$ cat config.mk
export PLATFORM = sky130hd
export DESIGN_NAME = mips_multicycle_control
export DESIGN_NICKNAME = d
export VERILOG_FILES = /design/src/rtl/mips_ctrl_pkg.sv /design/src/rtl/mips_ctrl_decode.sv /design/src/rtl/mips_multicycle_control.sv
export SDC_FILE = /design/constraint.sdc
export NUM_CORES = 1
export LEC_CHECK = 0
export CAP_MARGIN = 20
export CORE_MARGIN = 2
export CORE_UTILIZATION = 43
export CTS_CLUSTER_DIAMETER = 50
export DETAILED_ROUTE_END_ITERATION = 8
export PLACE_DENSITY = 0.78
export SLEW_MARGIN = 0
export SYNTH_ARGS = -nofsm -noshare
export SYNTH_HDL_FRONTEND = slang
export SYNTH_SLANG_ARGS = --single-unit
$ cat constraint.sdc
create_clock -name clk -period 1.5 [get_ports clk]
set_input_delay 0.225 -clock clk [delete_from_list [all_inputs] [get_ports clk]]
set_output_delay 0.225 -clock clk [all_outputs]
set_load 0.02 [all_outputs]
$ cat src/rtl/mips_ctrl_pkg.sv
// Shared encodings for the multicycle MIPS main control: opcodes, FSM state
// numbering, ALUOp / ALU-B / PC-source select codes and the control bundle.
package mips_ctrl_pkg;

    // Instruction opcodes (instr[31:26])
    localparam logic [5:0] OP_RTYPE = 6'b000000;
    localparam logic [5:0] OP_LW    = 6'b100011;
    localparam logic [5:0] OP_SW    = 6'b101011;
    localparam logic [5:0] OP_BEQ   = 6'b000100;
    localparam logic [5:0] OP_J     = 6'b000010;
    localparam logic [5:0] OP_ADDI  = 6'b001000;

    // ALUOp codes, shared with the ALU control block
    localparam logic [1:0] ALU_OP_ADD   = 2'b00;
    localparam logic [1:0] ALU_OP_SUB   = 2'b01;
    localparam logic [1:0] ALU_OP_FUNCT = 2'b10;

    // ALU B operand select
    localparam logic [1:0] SRC_B_REG     = 2'b00;
    localparam logic [1:0] SRC_B_FOUR    = 2'b01;
    localparam logic [1:0] SRC_B_IMM     = 2'b10;
    localparam logic [1:0] SRC_B_IMM_SH2 = 2'b11;

    // PC source select
    localparam logic [1:0] PC_SRC_ALU    = 2'b00;
    localparam logic [1:0] PC_SRC_ALUOUT = 2'b01;
    localparam logic [1:0] PC_SRC_JUMP   = 2'b10;

    // State numbering is visible on state_dbg, so values are pinned.
    typedef enum logic [3:0] {
        S_FETCH     = 4'd0,
        S_DECODE    = 4'd1,
        S_MEM_ADDR  = 4'd2,
        S_MEM_READ  = 4'd3,
        S_MEM_WB    = 4'd4,
        S_MEM_WRITE = 4'd5,
        S_EXECUTE   = 4'd6,
        S_R_WB      = 4'd7,
        S_BRANCH    = 4'd8,
        S_JUMP      = 4'd9,
        S_ADDI_EX   = 4'd10,
        S_ADDI_WB   = 4'd11
    } state_t;

    // Every datapath control produced from the state
    typedef struct packed {
        logic       pc_write;
        logic       pc_write_cond;
        logic       i_or_d;
        logic       mem_read;
        logic       mem_write;
        logic       ir_write;
        logic       mem_to_reg;
        logic       reg_dst;
        logic       reg_write;
        logic       alu_src_a;
        logic [1:0] alu_src_b;
        logic [1:0] alu_op;
        logic [1:0] pc_source;
    } ctrl_t;

    // True for the opcodes this controller knows how to sequence
    function automatic logic opcode_supported(input logic [5:0] op);
        return (op == OP_RTYPE) || (op == OP_LW) || (op == OP_SW) ||
               (op == OP_BEQ) || (op == OP_J) || (op == OP_ADDI);
    endfunction

endpackage

$ cat src/rtl/mips_ctrl_decode.sv
// Pure combinational map from FSM state (plus mem_ready for the fetch
// handshake) to the datapath control bundle. Unlisted controls are 0.
module mips_ctrl_decode
    import mips_ctrl_pkg::*;
(
    input  state_t state,
    input  logic   mem_ready,
    output ctrl_t  ctrl
);

    // Moore decode; only the FETCH IR/PC loads look at mem_ready
    always_comb begin
        ctrl = '0;
        case (state)
            S_FETCH: begin
                ctrl.mem_read  = 1'b1;
                ctrl.alu_src_b = SRC_B_FOUR;
                ctrl.alu_op    = ALU_OP_ADD;
                ctrl.pc_source = PC_SRC_ALU;
                ctrl.ir_write  = mem_ready;
                ctrl.pc_write  = mem_ready;
            end
            S_DECODE: begin
                // speculative branch target into ALUOut
                ctrl.alu_src_b = SRC_B_IMM_SH2;
                ctrl.alu_op    = ALU_OP_ADD;
            end
            S_MEM_ADDR, S_ADDI_EX: begin
                ctrl.alu_src_a = 1'b1;
                ctrl.alu_src_b = SRC_B_IMM;
                ctrl.alu_op    = ALU_OP_ADD;
            end
            S_MEM_READ: begin
                ctrl.mem_read = 1'b1;
                ctrl.i_or_d   = 1'b1;
            end
            S_MEM_WB: begin
                ctrl.reg_write  = 1'b1;
                ctrl.mem_to_reg = 1'b1;
            end
            S_MEM_WRITE: begin
                ctrl.mem_write = 1'b1;
                ctrl.i_or_d    = 1'b1;
            end
            S_EXECUTE: begin
                ctrl.alu_src_a = 1'b1;
                ctrl.alu_src_b = SRC_B_REG;
                ctrl.alu_op    = ALU_OP_FUNCT;
            end
            S_R_WB: begin
                ctrl.reg_write = 1'b1;
                ctrl.reg_dst   = 1'b1;
            end
            S_BRANCH: begin
                ctrl.alu_src_a     = 1'b1;
                ctrl.alu_src_b     = SRC_B_REG;
                ctrl.alu_op        = ALU_OP_SUB;
                ctrl.pc_write_cond = 1'b1;
                ctrl.pc_source     = PC_SRC_ALUOUT;
            end
            S_JUMP: begin
                ctrl.pc_write  = 1'b1;
                ctrl.pc_source = PC_SRC_JUMP;
            end
            S_ADDI_WB: begin
                ctrl.reg_write = 1'b1;
            end
            default: ctrl = '0;
        endcase
    end

endmodule

$ cat src/rtl/mips_multicycle_control.sv
// Main control FSM for the multicycle MIPS datapath: holds the state and the
// opcode latched in DECODE, computes the next state, and gates all outputs
// to 0 while reset is high so an aborted instruction issues no writes.
module mips_multicycle_control
    import mips_ctrl_pkg::*;
(
    input  logic       clk,
    input  logic       reset,
    input  logic [5:0] opcode,
    input  logic       mem_ready,
    output logic       pc_write,
    output logic       pc_write_cond,
    output logic       i_or_d,
    output logic       mem_read,
    output logic       mem_write,
    output logic       ir_write,
    output logic       mem_to_reg,
    output logic       reg_dst,
    output logic       reg_write,
    output logic       alu_src_a,
    output logic [1:0] alu_src_b,
    output logic [1:0] alu_op,
    output logic [1:0] pc_source,
    output logic       illegal_op,
    output logic [3:0] state_dbg
);

    state_t     state_reg;
    state_t     state_next;
    logic [5:0] opcode_reg;
    ctrl_t      ctrl_raw;
    ctrl_t      ctrl_out;

    // State register and opcode latch (captured only while in DECODE)
    always_ff @(posedge clk) begin
        if (reset) begin
            state_reg  <= S_FETCH;
            opcode_reg <= '0;
        end else begin
            state_reg <= state_next;
            if (state_reg == S_DECODE) begin
                opcode_reg <= opcode;
            end
        end
    end

    // Next-state: DECODE dispatches on the live opcode, MEM_ADDR on the latch
    always_comb begin
        state_next = S_FETCH;
        case (state_reg)
            S_FETCH:    state_next = mem_ready ? S_DECODE : S_FETCH;
            S_DECODE: begin
                case (opcode)
                    OP_LW, OP_SW: state_next = S_MEM_ADDR;
                    OP_RTYPE:     state_next = S_EXECUTE;
                    OP_BEQ:       state_next = S_BRANCH;
                    OP_J:         state_next = S_JUMP;
                    OP_ADDI:      state_next = S_ADDI_EX;
                    default:      state_next = S_FETCH;
                endcase
            end
            S_MEM_ADDR:  state_next = (opcode_reg == OP_LW) ? S_MEM_READ : S_MEM_WRITE;
            S_MEM_READ:  state_next = mem_ready ? S_MEM_WB : S_MEM_READ;
            S_MEM_WB:    state_next = S_FETCH;
            S_MEM_WRITE: state_next = mem_ready ? S_FETCH : S_MEM_WRITE;
            S_EXECUTE:   state_next = S_R_WB;
            S_R_WB:      state_next = S_FETCH;
            S_BRANCH:    state_next = S_FETCH;
            S_JUMP:      state_next = S_FETCH;
            S_ADDI_EX:   state_next = S_ADDI_WB;
            S_ADDI_WB:   state_next = S_FETCH;
            default:     state_next = S_FETCH;
        endcase
    end

    mips_ctrl_decode u_decode (
        .state     (state_reg),
        .mem_ready (mem_ready),
        .ctrl      (ctrl_raw)
    );

    // Reset is synchronous, so the old state is still present during the
    // reset cycle; mask everything so nothing is written in that cycle.
    assign ctrl_out = reset ? '0 : ctrl_raw;

    assign pc_write      = ctrl_out.pc_write;
    assign pc_write_cond = ctrl_out.pc_write_cond;
    assign i_or_d        = ctrl_out.i_or_d;
    assign mem_read      = ctrl_out.mem_read;
    assign mem_write     = ctrl_out.mem_write;
    assign ir_write      = ctrl_out.ir_write;
    assign mem_to_reg    = ctrl_out.mem_to_reg;
    assign reg_dst       = ctrl_out.reg_dst;
    assign reg_write     = ctrl_out.reg_write;
    assign alu_src_a     = ctrl_out.alu_src_a;
    assign alu_src_b     = ctrl_out.alu_src_b;
    assign alu_op        = ctrl_out.alu_op;
    assign pc_source     = ctrl_out.pc_source;

    assign illegal_op = ~reset & (state_reg == S_DECODE) & ~opcode_supported(opcode);
    assign state_dbg  = reset ? 4'd0 : state_reg;

endmodule

==> results.toml, run 1 <==
[timing]
fmax_mhz = 622
post-route-period-util_pct = 107
max-slew-margin-rel_pct = 78.1
worst_pin_slew_ns = 0.325
slew_viol_final = 0
fin_setup_tns_ns = -0.711
rsz0062_at_grt = "yes"
finalHoldViolations = 0
fin_ws_ns = -0.108
fin_crit_ns = 1.61
setup_viol = 15
fin_skew_ns = 0.0142

[grt]
use_met3_pct = 7.92
grt_pass1_vias = 1012
antenna_found_initial = 1
grt_pass1_wl_um = 4810
met1_usage_pct = 37.6
gr-usage-all-layers_pct = 30.8
grt.overflow.total = 0
grt_most_used_layer = "met2"
grt_max_degree = 18
met2_usage_pct = 51.5

[synth]
avgSynthCellArea_um2 = 7.54
synthCells = 109
synth_area_leaders = "dfxtp_1 24%, nor2_1 8.7%, mux2i_1 8.5%"
synth.net_count = 118
yosys.area.top_type = "dfxtp_1"
synth.top_cell.area_share_pct = 24.4
synth-warning-count = 0
synth_seq_area_share_pct = 24.4
async_flop_share_pct = 0
synth_seq_cells = 10
synth_edf_count = 0
yosys_most_used_dff = "dfxtp_1"
synth_cell_type_count = 40
synth_area_um2 = 822

[setup_path]
worstReg2RegStart = "state_reg[1]$_SDFF_PP0_"
critical_path_required_ns = 1.27
cp-start-kind = "flop"
cp_max_fo = 6
timing.rr.end = "state_reg[0]$_SDFF_PP0_"
cp-end-kind = "output port"
path_class = "reg2out"
r2r_cells = 7
r2r_slack_ns = -0.05
arrival_ns = 1.38

[cts]
clkSinkCount = 10
clk_pin_slew_ns = 0.08
cts_root_buffer = "clkbuf_4"
cts.htree.levels = 1
cts_tree = "done"
clock_latency_ns = 0.28
cts.path.max_buffers = 2
cts_buffers = 3

[die]
die_w_um = 47.7
pin_count = 30
dieHeight_um = 47.7
rows = 15
core_mm2 = 0.00176
start_util_pct = 46.6
die_area_mm2 = 0.00228

[hold_path]
hold_start = "opcode[5]"
min_delay_path_depth = 4
hold_class = "in2reg"
worstHoldEndpoint = "opcode_reg[5]$_SDFFE_PP0P_"

[routing]
vias = 1151
drc = 0
antenna_left = 0
first_iter_violations = 55
first_pass_iters = 4
vias_per_cell = 5.87
routed_wl_um = 3350
avgRoutedWirePerCell_um = 17.1

[cells_and_area]
nets = 180
drive_above_1_share_pct = 54.1
layout.cells.non_filler = 196
largest_reg_flops = 6
fill_cells = 116
area_growth_pct = 83.4

[run_status]
violations = "setup timing"
status = "finished, violations left"

[place]
place_congestion = 0.868
port_buffers = 29
place_inst = 186
place_hpwl_um = 2150

[job]
drv_cap = 0

[pwr]
leakage_nw = 0.668
peakVddDrop_mv = 0.817
powerDensity_mw_per_mm2 = 522
## cells in the mapped netlist, types with 2 or more instances
cell type  instances
mux2i_1            7
nand2_1            5
or2_1              2
and3_1             5
buf_6              2
nor4_1             3
nand3_1            3
buf_2              3
a32oi_1            3
nand2b_1           2
inv_1              2
nor2b_1            4
nor3_1             3
xor2_1             2
a211oi_1           3
buf_4              2
o21ai_0            4
nor2_1            19
a21oi_1            5
dfxtp_1           10
## worst max-delay path, stage by stage (launching register included)
cell and delay, ns:
dfxtp_4 0.39, buf_4 0.14, a2111oi_2 0.36, buf_4 0.21
## repair_timing
item | in CTS | in global routing
resized for setup | 115 | 22
pin swaps | 5 | 3
endpoints found under the setup margin | 29 | 29
hold buffers | 0 | 0
buffers inserted | 2 | 3
## logic make-up after synthesis
kind of cell              after synthesis  synth area share (%)
and+or+nand+nor                        57                  38.1
AOI/OAI and AO/OA                      22                  18.7
buffers and inverters                  11                  8.22
DFF                                    10                  24.4
muxes                                   7                  8.52
xor gates and xnor gates                2                  2.13
## cell usage in the layout (no fill, tap or decap), types with 2 or more instances in the layout
cell             synthesis  layout
nor4_1                   3       2
mux2i_1                  7       6
buf_2                    3      10
inv_1                    2       2
a21oi_2                  0       2
nand2_1                  5       4
a32oi_1                  3       3
nor2_2                   0       4
clkbuf_2                 0       2
nor2_1                  19      15
nand2b_4                 0       2
a211oi_2                 0       2
nand3_1                  3       2
nor3_4                   1       2
nor2b_1                  4       4
dlygate4sd2_1            0       6
xor2_1                   2       2
and3_1                   5       4
or2_1                    2       2
buf_6                    2       5
clkdlybuf4s50_1          0       2
dfxtp_1                 10       6
buf_12                   0       2
o21ai_0                  4       3
dfxtp_4                  0       4
buf_4                    2      38
a21oi_1                  5       2
clkbuf_4                 0       3
## layer usage
| metal | up-vias | wire [µm] | part of all wire, % |
|---|---|---|---|
| li1 | 523 | - | - |
| met1 | 563 | 1310 | 39 |
| met2 | 52 | 1690 | 50 |
| met3 | 13 | 243 | 7.3 |
| met4 | 0 | 105 | 3.1 |
| met5 | - | 0 | 0 |
## report_power, final
| part | total (W) | leakage (nW) | internal [W] | switching, W |
|---|---|---|---|---|
| clock network | 0.000254 | 0.0210 | 0.000148 | 0.000106 |
| logic | 0.000250 | 0.562 | 0.000127 | 0.000122 |
| registers | 0.000284 | 0.0845 | 0.000271 | 0.0000123 |
## worst max path at each step
| stage | start | endpoint | slack, ns | cells after the start |
|---|---|---|---|---|
| final | state_reg[2]$_SDFF_PP0_ | alu_src_a | -0.11 | 3 |
| after global routing | state_reg[2]$_SDFF_PP0_ | alu_src_a | -0.14 | 3 |
| after global placement | reset | alu_src_a | -0.60 | 4 |
| after CTS | state_reg[2]$_SDFF_PP0_ | alu_src_a | -0.09 | 3 |
| after detailed placement | reset | alu_src_a | -0.66 | 4 |
| after floorplan | state_reg[2]$_SDFF_PP0_ | alu_src_a | -0.002 | 3 |
## metrics by stage
| step | power [W] | instance area, µm² | worst slack [ns] | utilization, % | hold WS (ns) |
|---|---|---|---|---|---|
| finish | 0.000787 | 1510 | -0.108 | 85.5 | 0.462 |
| global route | 0.000820 | 1510 | -0.144 | 85.5 | 0.497 |
| CTS | 0.000761 | 1430 | -0.0869 | 80.8 | 0.466 |
| detailed placement | 0.000512 | 1360 | -0.656 | 77.0 | 0.494 |
| global placement | 0.000504 | 1360 | -0.601 | 77.0 | 0.491 |
| floorplan | 0.000387 | 843 | -0.00157 | - | 0.372 |
## cell type report
cell class | instances | area (µm²) | share of cell area (%)
timing repair buffer | 66 | 526 | 34.9
multi-input combinational | 88 | 689 | 45.7
clock buffer | 4 | 36.3 | 2.41
inverter | 2 | 7.51 | 0.498
antenna | 1 | 2.50 | 0.166
sequential | 10 | 215 | 14.3
tap | 25 | 31.3 | 2.07
Power figures use the tool's default switching activity.
==> run 2: changes to the inputs <==
--- a/config.mk
+++ b/config.mk
@@ -6,11 +6,13 @@
 export NUM_CORES = 1
 export LEC_CHECK = 0
 export CAP_MARGIN = 20
+export CELL_PAD_IN_SITES_DETAIL_PLACEMENT = 0
+export CELL_PAD_IN_SITES_GLOBAL_PLACEMENT = 1
 export CORE_MARGIN = 2
-export CORE_UTILIZATION = 43
+export CORE_UTILIZATION = 30
 export CTS_CLUSTER_DIAMETER = 50
 export DETAILED_ROUTE_END_ITERATION = 8
-export PLACE_DENSITY = 0.78
+export PLACE_DENSITY_LB_ADDON = 0.1
 export SLEW_MARGIN = 0
 export SYNTH_ARGS = -nofsm -noshare
 export SYNTH_HDL_FRONTEND = slang
==> results.toml, run 2 (synthesis gave the netlist of run 1 again) <==
[cts]
clkSinkCount = 10
clk_pin_slew_ns = 0.07
cts_tree = "done"
clock_latency_ns = 0.27
cts.htree.levels = 1
cts.path.max_buffers = 2
cts_root_buffer = "clkbuf_4"
cts_buffers = 3

[place]
place_inst = 198
place_hpwl_um = 1980
place_congestion = 0.783
port_buffers = 29

[cells_and_area]
seqCellArea_um2 = 213
area_growth_pct = 97.0
fin_util_pct = 63.6
nets = 187
fill_cells = 230
final_cell_mix = "47 x buf_4, 15 x nor2_1, 8 x buf_6"
layout.cells.non_filler = 206
antenna_cells = 0
drive_above_1_share_pct = 56.8
multi_input_area_um2 = 723
largest_reg_flops = 6
layout_commonest_cell = "buf_4"

[grt]
antenna_found_initial = 0
gr-usage-all-layers_pct = 17.6
grt.overflow.total = 0
grt_pass1_vias = 961
grt_max_degree = 16
grt_pass1_wl_um = 4450

[routing]
routed_wl_um = 2760
antenna_left = 0
vias_per_cell = 5.07
first_iter_violations = 29
first_pass_iters = 4
vias = 1044
avgRoutedWirePerCell_um = 13.4
drc = 0

[die]
start_util_pct = 32.3
rows = 18
dieHeight_um = 56.3
core_mm2 = 0.00254
die_area_mm2 = 0.00317
die_w_um = 56.3
pin_count = 30

[timing]
slew_viol_final = 0
finalHoldViolations = 0
fin_skew_ns = 0.00101
setup_viol = 6
max-slew-margin-rel_pct = 77.9
rsz0062_at_grt = "yes"
fmax_mhz = 635
timing.hold.ws_ns = 0.345
worst_pin_slew_ns = 0.327
post-route-period-util_pct = 105
fin_crit_ns = 1.57
fin_ws_ns = -0.0745

[pwr]
switchingPower_w = 0.000231
p_clk_share_pct = 26.8
comb_power_share_pct = 34.7
leakage_nw = 0.719
p_int_w = 0.000501
sequentialPowerShare_pct = 38.5
peakVddDrop_mv = 0.572
powerDensity_mw_per_mm2 = 452
swShare_pct = 31.6

[setup_path]
path_class = "reg2out"
cp_max_fo = 6
cp-start-kind = "flop"
arrival_ns = 1.35
critical_path_required_ns = 1.27
cp-end-kind = "output port"

[run_status]
status = "finished, violations left"
violations = "setup timing"

[job]
drv_cap = 0

[hold_path]
hold_class = "in2reg"
run 2: cell count changes in the layout (fill, tap and decap cells not counted), moves of 2 or more:
cell and delta:
nor2_2 -2, clkdlybuf4s15_1 +3, dlygate4sd2_1 -4, xor2_1 -2, buf_2 -6, nor2_4 +2, buf_4 +9, buf_6 +3
xor2_2 +2, dlymetal6s2s_1 +2
run 2: layout make-up:
cell class / count / area share [%]
repair buffers: 73 / 38.0
multi-input cells: 88 / 44.7
inverters: 2 / 0.464
flip-flops and latches: 10 / 13.1
well taps: 30 / 2.32
clock buffers: 3 / 1.39
run 2: repair_timing:
| item | CTS | global route |
|---|---|---|
| buffers inserted | 3 | 2 |
| hold buffers | 0 | 0 |
| endpoints found under the setup margin | 27 | 27 |
| pin swaps | 7 | 8 |
| resized for setup | 115 | 41 |
run 2: stage by stage:
stage	power [W]	TNS (ns)	worst slack, ns	area, µm²
2_1_floorplan	0.000387	-0.00157	-0.00157	843
3_3_place_gp	0.000516	-10.76	-0.630	1420
3_5_place_dp	0.000518	-10.95	-0.652	1420
4_1_cts	0.000713	-0.332	-0.0983	1490
5_1_grt	0.000768	-0.919	-0.125	1620
6_report	0.000732	-0.238	-0.0745	1620
run 2: worst max-delay path: stages (launching register included):
cell	delay, ns
dfxtp_4	0.39
and2b_1	0.20
and3_4	0.14
or2_1	0.21
buf_6	0.13
run 2: final timing paths:
kind                                                   end                       start  slack [ns]  depth (start not counted)
worst min-delay path            opcode_reg[3]$_SDFFE_PP0P_                   opcode[3]        0.34                          4
worst min register to register  opcode_reg[1]$_SDFFE_PP0P_  opcode_reg[1]$_SDFFE_PP0P_        0.50                          2
worst max register to register  opcode_reg[3]$_SDFFE_PP0P_     state_reg[1]$_SDFF_PP0_        0.04                          7
worst max-delay path                              pc_write     state_reg[1]$_SDFF_PP0_       -0.07                          4
run 2: power groups by stage:
| stage | logic [W] | registers [W] | clock network, W |
|---|---|---|---|
| finish | 0.000254 | 0.000282 | 0.000196 |
| floorplan | 0.0000982 | 0.000289 | 0 |
| detailed placement | 0.000227 | 0.000292 | 0 |
| global placement | 0.000225 | 0.000291 | 0 |
| CTS | 0.000232 | 0.000282 | 0.000199 |
| global route | 0.000271 | 0.000284 | 0.000213 |
run 2: layer usage:
metal,GRT usage (%),vias up,wire length [µm]
li1,-,531,-
met1,23.8,480,1280
met2,27.1,27,1260
met3,5.07,6,173
met4,5.10,0,38
met5,0,-,0
